## config.mk

```make
export PLATFORM = sky130hd
export DESIGN_NAME = xgmii_rx_fault_monitor
export DESIGN_NICKNAME = d
export VERILOG_FILES = /design/src/rtl/xgmii_rx_fault_monitor.sv
export SDC_FILE = /design/constraint.sdc
export NUM_CORES = 1
export LEC_CHECK = 0
export CORE_ASPECT_RATIO = 2
export CORE_MARGIN = 8
export CORE_UTILIZATION = 36
export CTS_CLUSTER_SIZE = 24
export DETAILED_ROUTE_END_ITERATION = 8
export MAX_ROUTING_LAYER = met4
export PLACE_DENSITY = 0.83
export SETUP_SLACK_MARGIN = 0.4
export SYNTH_ARGS = -nofsm -noshare
export SYNTH_HDL_FRONTEND = slang
export SYNTH_SLANG_ARGS = --single-unit
```

## constraint.sdc

```tcl
create_clock -name clk -period 4.8 [get_ports clk]
set_input_delay 0.96 -clock clk [delete_from_list [all_inputs] [get_ports clk]]
set_output_delay 0.96 -clock clk [all_outputs]
set_load 0.01 [all_outputs]
```

## src/rtl/xgmii_rx_fault_monitor.sv

```systemverilog
// XGMII receive link-fault monitor: detects LF/RF sequence ordered sets and drives link status bits.
// Define XGMII_RX_FAULT_MON_STATS_EN to build the frame/error statistics counters.
module xgmii_rx_fault_monitor #(
    parameter int FAULT_THRESH = 4,
    parameter int WINDOW       = 64,
    parameter int CNT_WIDTH    = 32
) (
    input  logic                 clk,
    input  logic                 rst,
    input  logic [63:0]          xgmii_rxd,
    input  logic [7:0]           xgmii_rxc,
    input  logic                 clear_counters,
    output logic                 local_fault,
    output logic                 remote_fault,
    output logic                 link_ok,
    output logic                 send_remote_fault,
    output logic [CNT_WIDTH-1:0] rx_frame_count,
    output logic [CNT_WIDTH-1:0] rx_error_count
);

    typedef enum logic [1:0] {S_IDLE, S_COUNT, S_FAULT} state_t;
    typedef enum logic [1:0] {T_NONE, T_LF, T_RF} ftype_t;

    localparam int             WW       = $clog2(WINDOW + 1);
    localparam logic [WW-1:0]  WIN_LAST = WW'(WINDOW - 1);
    localparam logic [3:0]     THRESH   = 4'(FAULT_THRESH);

    state_t        state, state_nx;
    ftype_t        last_type, last_nx;
    logic [3:0]    seq_cnt, seq_nx;
    logic [WW-1:0] win_cnt, win_nx;

    ftype_t     col0, col1, word_t;
    logic [1:0] word_n;
    logic [4:0] seq_sum;
    logic [3:0] seq_sat;

    function automatic ftype_t col_type(input logic [31:0] d, input logic [3:0] c);
        if (c == 4'b0001 && d[7:0] == 8'h9C && d[15:8] == 8'h00 && d[23:16] == 8'h00) begin
            if (d[31:24] == 8'h01) return T_LF;
            if (d[31:24] == 8'h02) return T_RF;
        end
        return T_NONE;
    endfunction

    // Mixed-type words count only column 1, so the later column wins the type.
    always_comb begin
        col0   = col_type(xgmii_rxd[31:0],  xgmii_rxc[3:0]);
        col1   = col_type(xgmii_rxd[63:32], xgmii_rxc[7:4]);
        word_n = 2'd0;
        word_t = T_NONE;
        if (col1 != T_NONE) begin
            word_t = col1;
            word_n = (col0 == col1) ? 2'd2 : 2'd1;
        end else if (col0 != T_NONE) begin
            word_t = col0;
            word_n = 2'd1;
        end
        seq_sum = {1'b0, seq_cnt} + {3'b000, word_n};
        seq_sat = seq_sum[4] ? 4'hF : seq_sum[3:0];
    end

    always_comb begin
        state_nx = state;
        last_nx  = last_type;
        seq_nx   = seq_cnt;
        win_nx   = win_cnt;
        case (state)
            S_IDLE: begin
                if (word_n != 2'd0) begin
                    state_nx = S_COUNT;
                    last_nx  = word_t;
                    seq_nx   = {2'b00, word_n};
                    win_nx   = '0;
                end
            end
            S_COUNT, S_FAULT: begin
                if (word_n != 2'd0 && word_t == last_type) begin
                    win_nx = '0;
                    if (state == S_COUNT) begin
                        seq_nx = seq_sat;
                        if (seq_sat >= THRESH) state_nx = S_FAULT;
                    end
                end else if (word_n != 2'd0) begin
                    state_nx = S_COUNT;
                    last_nx  = word_t;
                    seq_nx   = {2'b00, word_n};
                    win_nx   = '0;
                end else if (win_cnt == WIN_LAST) begin
                    state_nx = S_IDLE;
                    last_nx  = T_NONE;
                    seq_nx   = '0;
                    win_nx   = '0;
                end else begin
                    win_nx = win_cnt + 1'b1;
                end
            end
            default: begin
                state_nx = S_IDLE;
                last_nx  = T_NONE;
                seq_nx   = '0;
                win_nx   = '0;
            end
        endcase
    end

    always_ff @(posedge clk) begin
        if (rst) begin
            state             <= S_IDLE;
            last_type         <= T_NONE;
            seq_cnt           <= '0;
            win_cnt           <= '0;
            local_fault       <= 1'b0;
            remote_fault      <= 1'b0;
            link_ok           <= 1'b1;
            send_remote_fault <= 1'b0;
        end else begin
            state             <= state_nx;
            last_type         <= last_nx;
            seq_cnt           <= seq_nx;
            win_cnt           <= win_nx;
            local_fault       <= (state_nx == S_FAULT) && (last_nx == T_LF);
            remote_fault      <= (state_nx == S_FAULT) && (last_nx == T_RF);
            link_ok           <= !(state_nx == S_FAULT && (last_nx == T_LF || last_nx == T_RF));
            send_remote_fault <= (state_nx == S_FAULT) && (last_nx == T_LF);
        end
    end

`ifdef XGMII_RX_FAULT_MON_STATS_EN
    logic [1:0]           sof_inc;
    logic [3:0]           err_inc;
    logic [CNT_WIDTH:0]   fc_sum, ec_sum;

    always_comb begin
        sof_inc = 2'd0;
        err_inc = 4'd0;
        if (xgmii_rxc[0] && xgmii_rxd[7:0] == 8'hFB)   sof_inc = sof_inc + 2'd1;
        if (xgmii_rxc[4] && xgmii_rxd[39:32] == 8'hFB) sof_inc = sof_inc + 2'd1;
        for (int k = 0; k < 8; k++) begin
            if (xgmii_rxc[k] && xgmii_rxd[8*k +: 8] == 8'hFE) err_inc = err_inc + 4'd1;
        end
        fc_sum = {1'b0, rx_frame_count} + (CNT_WIDTH+1)'(sof_inc);
        ec_sum = {1'b0, rx_error_count} + (CNT_WIDTH+1)'(err_inc);
    end

    // Carry out of the widened sum means the counter would wrap: pin at all-ones.
    always_ff @(posedge clk) begin
        if (rst || clear_counters) begin
            rx_frame_count <= '0;
            rx_error_count <= '0;
        end else begin
            rx_frame_count <= fc_sum[CNT_WIDTH] ? '1 : fc_sum[CNT_WIDTH-1:0];
            rx_error_count <= ec_sum[CNT_WIDTH] ? '1 : ec_sum[CNT_WIDTH-1:0];
        end
    end
`else
    logic unused_clear;
    assign unused_clear   = clear_counters;
    assign rx_frame_count = '0;
    assign rx_error_count = '0;
`endif

endmodule

```

==> results.tsv, run 1 <==
stage	metric	value	unit
status	status	complete, no violations	
global_routing	antenna_found_initial	0	
finish	multiInputGateArea	0.001314	mm^2
synth	synth_top_family_by_area	simple AND/OR/NAND/NOR gates	
synth	syn_inst	248	
floorplanning	die_w	68.86	um
synth	synth-async-reset-ratio	0	%
clock_network	cts_buffers	3	
floorplanning	die_h	121.7	um
finish	layout-drive-gt1-share	8.537	%
power	ir_drop	121.1	uV
worst_setup_path	startpoint_type	primary input	
route	routed_via_density	4.982	
floorplanning	io_pins	143	
route	drtIter0Drc	56	
clock_network	hold_buffers	0	
synth	yosysMostFrequentCell	buf_4	
worst_setup_path	cp_max_fo	6	
synth	synth_ff_type	dfxtp_1	
route	vias	1933	
finish	fin_util	49.45	%
synth	synthSimpleGateAreaFrac	29.73	%
worst_setup_path	crit_family	simple AND/OR/NAND/NOR gates	
sta	timing.fmax	236.7	MHz
finish	fill_cells	516	
job	cap_violations	0	
sta	hold_viol	0	
hold_path	hp-class	flip-flop to flip-flop	
synth	ys_ff_latch	18	
power	power.leakage	0.001116	uW
route	wl_per_cell	16.40	um
placed_design	place_hpwl	5573	um
clock_network	max-clock-path-buffers	2	
synth	yosys_warnings	0	
sta	finalClockSkew	0.003272	ns
floorplanning	core	0.005420	mm^2
worst_setup_path	arrival	4.38	ns
clock_network	root_buffer	clkbuf_8	
worst_setup_path	cp_slowest_stage_delay	0.45	ns
clock_network	cts.sinks	18	
global_routing	track_usage	13.63	%
finish	ff_latch_area	360.3	um^2
worst_setup_path	critPathSlowestCell	clkdlybuf4s50_1	
floorplanning	rows	38	
sta	slew_headroom	65.47	%
synth	ys_top_cells_by_count	buf_4 (66), nor2_1 (19), dfxtp_1 (18)	
worst_setup_path	critPathKind	primary input to flip-flop	
placed_design	gp_congestion	1.001	
worst_setup_path	cp_common_cell	o31ai_1	
synth	synthAdderAreaFrac	5.970	%
synth	synthXorXnorAreaFrac	1.741	%
global_routing	grt_pass1_wl	8687	um
worst_setup_path	crit_chain	clkdlybuf4s50_1 > nor4_2 > nand4_1 > nor3_4 > nor2_4 > nor2_1 > ha_1 > inv_1 > fa_1 > xnor2_1 > o31ai_1 > a21o_1 > o31ai_1 > o211a_1 > and2_1	
clock_network	h-tree-depth	1	
synth	synth.avg_cell_area	8.113	um^2
worst_setup_path	critPathRequiredTime	4.95	ns
sta	slew_violations	0	
synth	synth_area	0.002012	mm^2
finish	syn2layout_area_growth	33.21	%
synth	synthTopCellsByArea	buf_4 (25%), dfxtp_1 (18%), ha_1 (5.0%)	
worst_setup_path	crit_buf_inv	2	
sta	finalSetupTns	0	ns
synth	synth_mux_area_share	0.4975	%
route	dr.pass1.iters	4	
sta	final.min_clock_period	4.225	ns
synth	synth_edf_count	0	
finish	antennaDiodeCount	0	
global_routing	grt_pass1_vias	1944	
power	power_density	140.1	mW/mm^2
clock_network	clk_pin_slew	0.07	ns
floorplanning	die_area	0.008382	mm^2
synth	ys_seq_area_share	17.91	%
sta	tightest_slew	0.5126	ns
sta	rsz0062_at_grt	no	
global_routing	grt_max_degree	14	
route	route.detailed.drc	0	
placed_design	io_buffer_count	77	
clock_network	clkLatencyLatePin	0.25	ns
synth	synth_top_cell_by_area	buf_4	
global_routing	grt_overflow	0	
worst_setup_path	endpoint_kind	flip-flop	
finish	final_nets	413	
sta	setup_viol_count_final	0	
synth	synth.distinct_cells	57	
route	drtAntennaViolNets	0	
synth	synth_compound_area_share	15.11	%
clock_network	cts_tree	built	
sta	finalCritPeriodShare	88.02	%
floorplanning	initial_core_util	37.12	%
synth	synth_top_area_share	24.63	%
route	wl	6365	um
## area by class of cell
| class | count | area share (%) |
|---|---|---|
| clock buffers | 4 | 2.054 |
| inverters | 16 | 2.241 |
| multi-input cells | 207 | 49.02 |
| flip-flops and latches | 18 | 13.45 |
| well taps | 60 | 2.801 |
| repair buffers | 83 | 30.44 |
## worst paths after layout
kind | cells after the start | slack [ns] | end | startpoint
worst max register to register | 8 | 2.37 | link_ok | win_cnt[0]
worst min-delay path | 2 | 0.43 | win_cnt[6] | win_cnt[6]
worst max-delay path | 15 | 0.58 | remote_fault | xgmii_rxd[61]
worst min register to register | 2 | 0.43 | win_cnt[6] | win_cnt[6]
## placed cells by master (no fill, tap or decap), drive strengths merged, types with 8 or more instances in the layout
| master | instances |
|---|---|
| clkdlybuf4s50 | 77 |
| conb | 64 |
| nor2 | 20 |
| dfxtp | 18 |
| inv | 16 |
| nand2 | 14 |
| nor4 | 13 |
| a21oi | 10 |
| o21ai | 9 |
| ha | 8 |
## state kept, by name, summed over array words and instances (netlist names)
| register | cells |
|---|---|
| win_cnt | 7 |
| remote_fault | 1 |
| state | 2 |
| link_ok | 1 |
| seq_cnt | 4 |
| last_type | 2 |
| send_remote_fault | 1 |
## layer usage
layer	track usage [%]	vias to the layer above	wire (um)
li1	-	899	-
met1	11.51	871	2040
met2	25.97	149	3206
met3	3.404	14	957
met4	5.689	0	161
met5	-	-	0
## where the power goes
part,internal [uW],switching (uW)
Clock,72.9,52.2
Sequential,149,0.00000000430
Combinational,57.4,43.7
## logic make-up (layout without fill, tap and decap cells)
logic type | after synthesis | after routing
AOI/OAI and AO/OA | 41 | 41
xor gates and xnor gates | 4 | 4
adders and majority gates | 9 | 9
buffers and inverters | 86 | 103
DFF | 18 | 18
muxes | 1 | 1
other | 1 | 64
and+or+nand+nor | 88 | 88
## worst reg2reg max path, delay by kind of cell, from the launching register on
kind	cells	cell delay [ns]
AND/OR/NAND/NOR	4	0.80
flip-flops	1	0.38
AO/OA/AOI/OAI	2	0.61
adder cells (fa/ha/maj)	2	0.53
## repair_timing
item	CTS	global route
resized for setup	0	1
setup endpoints to repair	0	3
setup buffers	0	5
## through the flow
stage               instances  hold WS (ns)  setup slack [ns]  total power, uW  area, um^2
CTS                       383        0.4315            0.4997            375.9        2636
global placement          379        0.4248            0.3318            250.0        2581
global route              388        0.4521            0.3882            391.0        2680
detailed placement        379        0.4220            0.2578            251.3        2581
finish                    388        0.4315            0.5752            375.4        2680
floorplan                 311        0.4052             1.184            224.0        2248
No activity file was read; power rests on OpenSTA's default activity.
==> inputs of run 2 (changes only) <==
- GPL_ROUTABILITY_DRIVEN: not set -> 0
==> results of run 2 <==
Same layout as run 1: the final DEF is identical, and so are final timing and power.
==> inputs of run 3 (changes only) <==
- CORE_ASPECT_RATIO: 2 -> 0.8
- CORE_MARGIN: 8 -> 2
==> run 3 against run 2 <==
Via count down 7.4%. Die area down 26%. Final cell count up 3.4%. Power down 0.56%. Utilization down 0.53 points. Critical path type unchanged. Largest power group unchanged.
==> results.tsv, run 3 (synthesis results as in run 1) <==
stage	metric	value	unit	change
status	status	complete, no violations		unchanged
sta	finalCritPeriodShare	84.88	%	was 88.02%
sta	final.min_clock_period	4.074	ns	was 4.225 ns
power	power_density	140.4	mW/mm^2	was 140.1 mW/mm^2
clock_network	max-clock-path-buffers	2		unchanged
global_routing	grt_max_degree	14		unchanged
route	drtAntennaViolNets	0		unchanged
floorplanning	die_h	70.87	um	was 121.7 um
clock_network	cts_resized	0		unchanged
global_routing	grt_pass1_wl	7245	um	was 8687 um
worst_setup_path	critPathSlowestCell	fa_1		was clkdlybuf4s50_1
hold_path	hp-class	flip-flop to flip-flop		unchanged
finish	syn2layout_area_growth	32.15	%	was 33.21%
finish	regMostFlops	win_cnt		unchanged
finish	final_cell_mix	clkdlybuf4s50_1 (77), conb_1 (64), nor2_1 (19)		unchanged
worst_setup_path	arrival	4.28	ns	was 4.38 ns
worst_setup_path	critPathRequiredTime	5.01	ns	was 4.95 ns
power	ir_drop	118.9	uV	was 121.1 uV
clock_network	clkLatencyLatePin	0.26	ns	was 0.25 ns
placed_design	io_buffer_count	77		unchanged
route	route.detailed.drc	0		unchanged
placed_design	postPlaceCellArea	0.002604	mm^2	was 0.002581 mm^2
clock_network	h-tree-depth	1		unchanged
route	wl	4492	um	was 6365 um
worst_setup_path	ff2ff_setup_slack	2.46	ns	was 2.37 ns
floorplanning	core	0.005435	mm^2	was 0.005420 mm^2
sta	finalSetupTns	0	ns	unchanged
floorplanning	rows	24		was 38
sta	rsz0062_at_grt	no		unchanged
clock_network	cts_tree	built		unchanged
placed_design	place_hpwl	3901	um	was 5573 um
finish	multiInputGateArea	0.001308	mm^2	was 0.001314 mm^2
clock_network	cts_buffers	3		unchanged
power	power.leakage	0.001091	uW	was 0.001116 uW
worst_setup_path	cp_max_fo	8		was 6
hold_path	min_from	win_cnt[6]		unchanged
worst_setup_path	crit_chain	clkdlybuf4s50_1 > nor4_2 > nand4_1 > nor3_4 > nor2_4 > nor2_1 > ha_1 > inv_1 > fa_1 > xnor2_1 > o31ai_1 > a21o_1 > o31ai_1 > o211a_1 > and2_1		unchanged
route	vias	1790		was 1933
sta	hold_viol	0		unchanged
clock_network	clk_pin_slew	0.08	ns	was 0.07 ns
finish	ff_latch_area	360.3	um^2	unchanged
global_routing	antenna_found_initial	0		unchanged
finish	layout-drive-gt1-share	6.811	%	was 8.537%
finish	largestRegisters	win_cnt: 7 flops, seq_cnt: 4 flops		unchanged
finish	final_nets	408		was 413
route	routed_via_density	4.464		was 4.982
global_routing	track_usage	14.60	%	was 13.63%
floorplanning	die_area	0.006206	mm^2	was 0.008382 mm^2
sta	slew_violations	0		unchanged
global_routing	grt_pass1_vias	1680		was 1944
route	dr.pass1.iters	4		unchanged
sta	timing.fmax	245.4	MHz	was 236.7 MHz
floorplanning	die_w	87.58	um	was 68.86 um
clock_network	post_cts_buffers	0		unchanged
route	wl_per_cell	11.20	um	was 16.40 um
clock_network	hold_buffers	0		unchanged
finish	stdcell_area	0.002659	mm^2	was 0.002680 mm^2
power	power.total	373.3	uW	was 375.4 uW
finish	stdcell_count	401		was 388
route	drtIter0Drc	70		was 56
floorplanning	initial_core_util	37.02	%	was 37.12%
finish	largest_reg_flops	7		unchanged
sta	setup_viol_count_final	0		unchanged
floorplanning	io_pins	143		unchanged
global_routing	grt_overflow	0		unchanged
worst_setup_path	endpoint_kind	flip-flop		unchanged
worst_setup_path	cp_slowest_stage_delay	0.43	ns	was 0.45 ns
finish	fin_util	48.92	%	was 49.45%
finish	final_common_cell	clkdlybuf4s50_1		unchanged
worst_setup_path	startpoint_type	primary input		unchanged
clock_network	cts.sinks	18		unchanged
sta	finalClockSkew	0.008370	ns	was 0.003272 ns
worst_setup_path	r2r-start	win_cnt[0]		unchanged
finish	antennaDiodeCount	0		unchanged
worst_setup_path	critPathLaunch	xgmii_rxd[61]		unchanged
worst_setup_path	critPathKind	primary input to flip-flop		unchanged
job	cap_violations	0		unchanged
placed_design	dp_cells	397		was 379
finish	fill_cells	501		was 516
clock_network	root_buffer	clkbuf_8		unchanged
worst_setup_path	cp_common_cell	o31ai_1		unchanged
run 3: layer usage:
metal	part of all wire (%)	GRT usage, %	up-vias
met3	4.8	3.267	0
li1	-	-	898
met2	54	26.85	54
met1	41	16.95	838
met5	0	-	-
met4	0	0.6838	0
run 3: worst paths after layout:
check / endpoint / cells after the start
max: send_remote_fault / 15
min: win_cnt[6] / 2
max reg2reg: link_ok / 8
min reg2reg: win_cnt[6] / 2
run 3: critical path, delay by kind of cell:
kind | cells | cell delay [ns]
simple gates | 6 | 1.35
compound gates | 4 | 0.76
fa+ha+maj | 2 | 0.60
buf+inv | 2 | 0.47
xor+xnor | 1 | 0.17
run 3: stage by stage:
step | setup WS, ns | hold WS (ns)
floorplan | 1.184 | 0.4052
finish | 0.7255 | 0.4398
detailed placement | 0.4187 | 0.4263
CTS | 0.6687 | 0.4404
global placement | 0.4965 | 0.4145
global route | 0.4058 | 0.4555
run 3: layout make-up:
type	instances	share of cell area, %
Clock buffer	4	2.071
Inverter	16	2.259
Timing Repair Buffer	78	29.27
Multi-Input combinational cell	207	49.18
Sequential cell	18	13.55
Tap cell	78	3.671
run 3: where the power goes:
| part | leakage [uW] | internal, uW | switching, uW |
|---|---|---|---|
| combinational | 0.000918 | 57.0 | 39.9 |
| clock | 0.0000288 | 72.9 | 54.3 |
| sequential | 0.000145 | 149 | 0.00000000410 |
| total | 0.00109 | 279 | 94.1 |
